`src/rtl/bcd_display_mux.sv`:
```
// Two-digit BCD display multiplexer. It captures tens/units digits on load,
// then alternates the digit enables, blanking a leading zero in the tens place.
module bcd_display_mux #(
  parameter int REFRESH_DIV = 4
) (
  input  logic       clk,
  input  logic       rst_b,
  input  logic [3:0] cif_z,
  input  logic [3:0] cif_u,
  input  logic       load,
  output logic [1:0] an,
  output logic [6:0] seg,
  output logic       loaded
);

  localparam int CNT_W = (REFRESH_DIV > 1) ? $clog2(REFRESH_DIV) : 1;
  localparam logic [CNT_W-1:0] CNT_MAX = CNT_W'(REFRESH_DIV - 1);

  typedef enum logic [1:0] {
    IDLE   = 2'd0,
    SHOW_U = 2'd1,
    SHOW_Z = 2'd2
  } state_t;

  state_t           state_r;
  logic [3:0]       z_r;
  logic [3:0]       u_r;
  logic [CNT_W-1:0] cnt_r;

  // Seven-segment decode; codes 10..15 show a lone g segment as an error dash
  function automatic logic [6:0] decode(input logic [3:0] d);
    logic [6:0] s;
    case (d)
      4'd0:    s = 7'h3F;
      4'd1:    s = 7'h06;
      4'd2:    s = 7'h5B;
      4'd3:    s = 7'h4F;
      4'd4:    s = 7'h66;
      4'd5:    s = 7'h6D;
      4'd6:    s = 7'h7D;
      4'd7:    s = 7'h07;
      4'd8:    s = 7'h7F;
      4'd9:    s = 7'h6F;
      default: s = 7'h40;
    endcase
    return s;
  endfunction

  // Digit capture, phase counter and multiplex state; reset outranks load
  always_ff @(posedge clk) begin
    if (!rst_b) begin
      state_r <= IDLE;
      cnt_r   <= '0;
      z_r     <= 4'd0;
      u_r     <= 4'd0;
    end else if (load) begin
      state_r <= SHOW_U;
      cnt_r   <= '0;
      z_r     <= cif_z;
      u_r     <= cif_u;
    end else begin
      case (state_r)
        IDLE: begin
          state_r <= IDLE;
          cnt_r   <= cnt_r;
        end
        SHOW_U, SHOW_Z: begin
          if (cnt_r == CNT_MAX) begin
            cnt_r   <= '0;
            state_r <= (state_r == SHOW_U) ? SHOW_Z : SHOW_U;
          end else begin
            cnt_r   <= cnt_r + CNT_W'(1);
            state_r <= state_r;
          end
        end
        default: begin
          state_r <= IDLE;
          cnt_r   <= '0;
        end
      endcase
    end
  end

  // Outputs depend on registered state only, never on the inputs
  always_comb begin
    an     = 2'b00;
    seg    = 7'h00;
    loaded = 1'b0;
    case (state_r)
      SHOW_U: begin
        an     = 2'b01;
        seg    = decode(u_r);
        loaded = 1'b1;
      end
      SHOW_Z: begin
        loaded = 1'b1;
        if (z_r == 4'd0) begin
          an  = 2'b00;
          seg = 7'h00;
        end else begin
          an  = 2'b10;
          seg = decode(z_r);
        end
      end
      default: begin
        an     = 2'b00;
        seg    = 7'h00;
        loaded = 1'b0;
      end
    endcase
  end

endmodule

```
`config.mk`:
```
export PLATFORM = sky130hd
export DESIGN_NAME = bcd_display_mux
export DESIGN_NICKNAME = d
export VERILOG_FILES = /design/src/rtl/bcd_display_mux.sv
export SDC_FILE = /design/constraint.sdc
export NUM_CORES = 1
export LEC_CHECK = 0
export ABC_AREA = 1
export CAP_MARGIN = 5
export CORE_MARGIN = 2
export CORE_UTILIZATION = 30
export DETAILED_ROUTE_END_ITERATION = 10
export GPL_TIMING_DRIVEN = 0
export PLACE_DENSITY_LB_ADDON = 0.2
export REMOVE_ABC_BUFFERS = 1
export SLEW_MARGIN = 25
export SYNTH_ARGS = -nofsm -noshare
export SYNTH_HDL_FRONTEND = slang
export SYNTH_SLANG_ARGS = --single-unit
export TNS_END_PERCENT = 30
```
`constraint.sdc`:
```
create_clock -name clk -period 3.13 [get_ports clk]
set_clock_uncertainty 0.05 [all_clocks]
set_input_delay 0.939 -clock clk [delete_from_list [all_inputs] [get_ports clk]]
set_output_delay 0.939 -clock clk [all_outputs]
set_load 0.005 [all_outputs]
```
### Word level (Yosys, flattened, before mapping)

Memories as Yosys holds them, arrays and structs flattened. A register that Yosys moved wholly into a read port is not among the register bits.
Cells that the tools add are included.
Widths: inputs -> output; s select.

| storage, ports and cells | value |
|---|---|
| bits in registers | 12 |
| word-level logic and storage cells | 34 |
| bits in read-only memories | 224 |
| memories kept | 2 |
| latch bits | 0 |
| bits in writable memories | 0 |

| operators by class | value |
|---|---|
| bitwise operators | 2 |
| div/mod/pow operators | 0 |
| multiply operators | 0 |
| reduce and logical (&&, ||, !) cells | 5 |
| shift-type cells | 0 |
| multiplexer cells | 15 |
| order comparisons | 0 |
| eq/ne operators | 4 |
| add/sub/neg operators | 1 |

Memory list:

| name | words | width | rd ports | clocked after Yosys merged registers in | wr ports | line | RTL |
|---|---|---|---|---|---|---|---|
| (name not given) | 16 | 7 | 1 | 1 | 0 | 33 | `case (d)` |
| (name not given) | 16 | 7 | 1 | 1 | 0 | 33 |  |

Operators with widths:

| operator | number |
|---|---|
| $mux 4 | 4 |
| $pmux 7 s2 | 1 |
| $pmux 2 s2 | 2 |
| $mux 7 | 1 |
| $mux 2 | 3 |
| $eq 2x2->1 const B | 2 |
| $logic_not 4->1 | 1 |
| $mux 1 | 4 |
| $reduce_or 2->1 | 2 |
| $ne 3x1->1 const B | 1 |
| $reduce_or 3->1 | 1 |
| $add 2x1->2 const B | 1 |
| $eq 2x1->1 const B | 1 |
| $logic_not 2->1 | 1 |
| $not 1->1 | 2 |

### Longest topological paths before layout

| logic depth | value |
|---|---|
| depth in word-level cells | 5 |
| mapped depth | 12 |

### Worst setup path before layout

No wires, ideal clock.

| timing | value |
|---|---|
| path kind | reg-to-output |
| start point | reg state_r[0] |
| end point | out seg[0] |
| data required time | 2.141 ns |
| stages on the path, launching flop included | 7 |
| setup slack | 0.876 ns |
| arrival time | 1.265 ns |
| cell sequence | dfxtp_1 -> inv_1 -> ha_1 -> nand2_1 -> a21oi_2 -> nand2_1 -> nand2_1 |

| on the way | value |
|---|---|
| longest elaborated chain between the ends | 2 |
| elaborated cells on any way between the ends | 3 |

Ends and longest elaborated chain:

| what | line | RTL |
|---|---|---|
| start: declaration | 25 | `state_t state_r;` |
| start signal: assignment | 70 | `state_r <= (state_r == SHOW_U) ? SHOW_Z : SHOW_U;` |
| start signal: assignment | 73 | `state_r <= state_r;` |
| $eq 2x2->1 / $eq 2x1->1 (equally long branches) | 89 | `case (state_r)` |
| $pmux 7 s2 (*) | 89 |  |
| end: declaration | 12 | `output logic [6:0] seg,` |

Mark *: on every way between the ends. The rest lies on a longest branch, timed or not.

### Worst setup path after layout

| timing | value |
|---|---|
| start point | reg state_r[0] |
| end point | out seg[2] |

Same word-level chain as after synthesis.

==> results.yml <==
floorplan:
  num_rows: 26
  dieArea_um2: 5750
  start_util_pct: 30.7
  fp.dieW_um: 75.9
  num_io_pins: 21
  core_um2: 5040
  die_y_um: 75.9
global_route:
  grt_pass1_wl_um: 5530
  grt_max_degree: 21
  grt_pass1_vias: 1234
  antenna_found_initial: 0
  grt_util_all_layers_pct: 12.6
  overflow: 0
final_layout:
  areaGrowthSynthToFinish_pct: 23.2
  fillers: 537
  final_cell_mix: "nand2_1, inv_1, dfxtp_1"
  drive_above_1_share_pct: 10.5
  antennaDiodeCount: 0
  multiInputGateArea_um2: 911
  final_net_count: 267
  fin_cells: 307
  final_cell_area_um2: 1910
  seq_area_um2: 523
  final_common_cell: "nand2_1"
drt:
  vias: 1279
  remaining_drc_errors: 0
  dr.pass1.iters: 4
  drtAntennaViolNets: 0
  drtIter0Drc: 37
  wl_um: 3010
  met1Wirelength_um: 1600
  dr.max_layer_used: "met4"
  viasPerCell: 4.17
  wl_met3_um: 122
  wl_met2_um: 1260
  wl_per_cell_um: 9.79
placed_design:
  dp_cells: 303
  hpwl_um: 2300
  place_area_um2: 1800
  portBuffers: 20
  gp_congestion: 0.720
clocking:
  ctsHoldBuffers: 0
  ctsRootBufferMaster: "clkbuf_8"
  clock_latency_ns: 0.28
  cts.clk_slew.worst_paths_ns: 0.09
  htreeDepth: 1
  cts_num_sinks: 26
  cts_buffer_depth: 2
  cts_tree: "done"
  cts_buffers: 3
  cts_setup_buffers: 0
setup_path:
  start_kind: "flip-flop"
  r2r_start: "z_r[0]"
  worstSetupPathType: "flip-flop to output pin"
  crit_required_ns: 2.14
  arrival_ns: 2.00
  r2r_setup_slack_ns: 1.63
  cp_max_fo: 8
  worstSetupEndpointType: "output pin"
  crit_path_start: "state_r[0]"
  rr_worst_depth: 10
worst_hold_path:
  min-delay-start: "cnt_r[1]"
  min_to: "cnt_r[1]"
  hp-class: "flip-flop to flip-flop"
  hold_depth: 2
logic_synthesis:
  netlist_area_um2: 1550
  yosys_register_bits: 26
  ys_seq_area_share_pct: 33.6
  syn_avg_cell_area_um2: 7.14
  ys_types: 20
  ys_warn_count: 0
  synth_cells: 217
sta:
  grt_setup_unrepaired: "false"
  maxSlewHeadroom_pct: 49.4
  final_max_slew_viol_count: 0
  fin_crit_ns: 2.98
  fin_hold_ws_ns: 0.421
  finalCritPeriodShare_pct: 95.3
  setup_violations: 0
  tightest_slew_ns: 0.758
  hold_viol: 0
  setup_tns_ns: 0
  max_freq_mhz: 335
power:
  peakVddDrop_mv: 0.225
  power.leakage_nw: 1.01
  powerDensity_nw_per_um2: 420
run:
  drv_cap: 0
outcome:
  status: "completed"
per-layer routing:
| metal | GRT usage, % | vias to the layer above |
|---|---|---|
| li1 | - | 708 |
| met1 | 17.1 | 547 |
| met2 | 19.9 | 22 |
| met3 | 3.17 | 2 |
| met4 | 3.51 | 0 |
| met5 | 0 | - |
where the power goes:
part           total [W]  leakage, nW  switching [W]  internal, W
logic           0.000144        0.760      0.0000867    0.0000576
clock network   0.000284       0.0357       0.000113     0.000171
registers       0.000373        0.217      0.0000100     0.000363
critical path: stages (launching register included):
cell             delay (ns)
dfxtp_2                0.36
inv_2                  0.07
ha_4                   0.30
nand2_1                0.09
a21oi_4                0.24
nand2_1                0.09
nand2_1                0.08
clkdlybuf4s50_1        0.50
per-stage QoR:
step	total power, W	util (%)	setup slack [ns]
after floorplan	0.000470	-	0.876
after detailed placement	0.000524	35.8	-0.289
after global placement	0.000523	35.8	-0.298
final	0.000801	37.8	0.146
after CTS	0.000812	37.6	0.0124
after global routing	0.000849	37.8	0.00413
cells by family (layout without fill, tap and decap cells):
family / count (synthesis) / in the layout / share of synthesized area [%]
fa+ha+maj: 18 / 18 / 14.5
flops: 26 / 26 / 33.6
compound gates: 14 / 14 / 8.32
buf+inv: 32 / 52 / 8.89
simple gates: 127 / 127 / 34.7
what timing repair did:
| item | 4_1_cts | 5_1_grt |
|---|---|---|
| pin swaps | 0 | 3 |
| setup endpoints to repair | 8 | 17 |
| resized for setup | 3 | 8 |
how the worst max path moves through the flow:
stage | to
after global placement | flip-flop
after floorplan | seg[0]
after detailed placement | flip-flop
after CTS | flip-flop
final | seg[2]
after global routing | seg[6]
synth_stat cells:
cell      count  share of area, %
a211oi_1      1              0.48
a21oi_1       3              0.97
a21oi_2       1              0.57
buf_2         2              0.65
buf_6         2               1.5
dfxtp_1      26                34
ha_1         18                15
inv_1        27               6.5
inv_2         1              0.24
nand2_1      80                19
nand2_2       2              0.81
nand3_1      17               5.5
nand3_2       2               1.3
nand3b_1      3               1.5
nor2_1       19               4.6
nor2_2        4               1.6
o21ai_0       1              0.32
o21ai_1       2              0.65
o21ai_2       2               1.1
o21ai_4       4               4.2
cell type report:
cell class	instances	share of cell area (%)
multi-input combinational	159	47.7
sequential	26	27.4
timing repair buffer	20	11.0
inverter	28	5.51
tap	70	4.59
clock buffer	3	2.16
clock inverter	1	1.57
No activity file was read; power rests on OpenSTA's default activity.
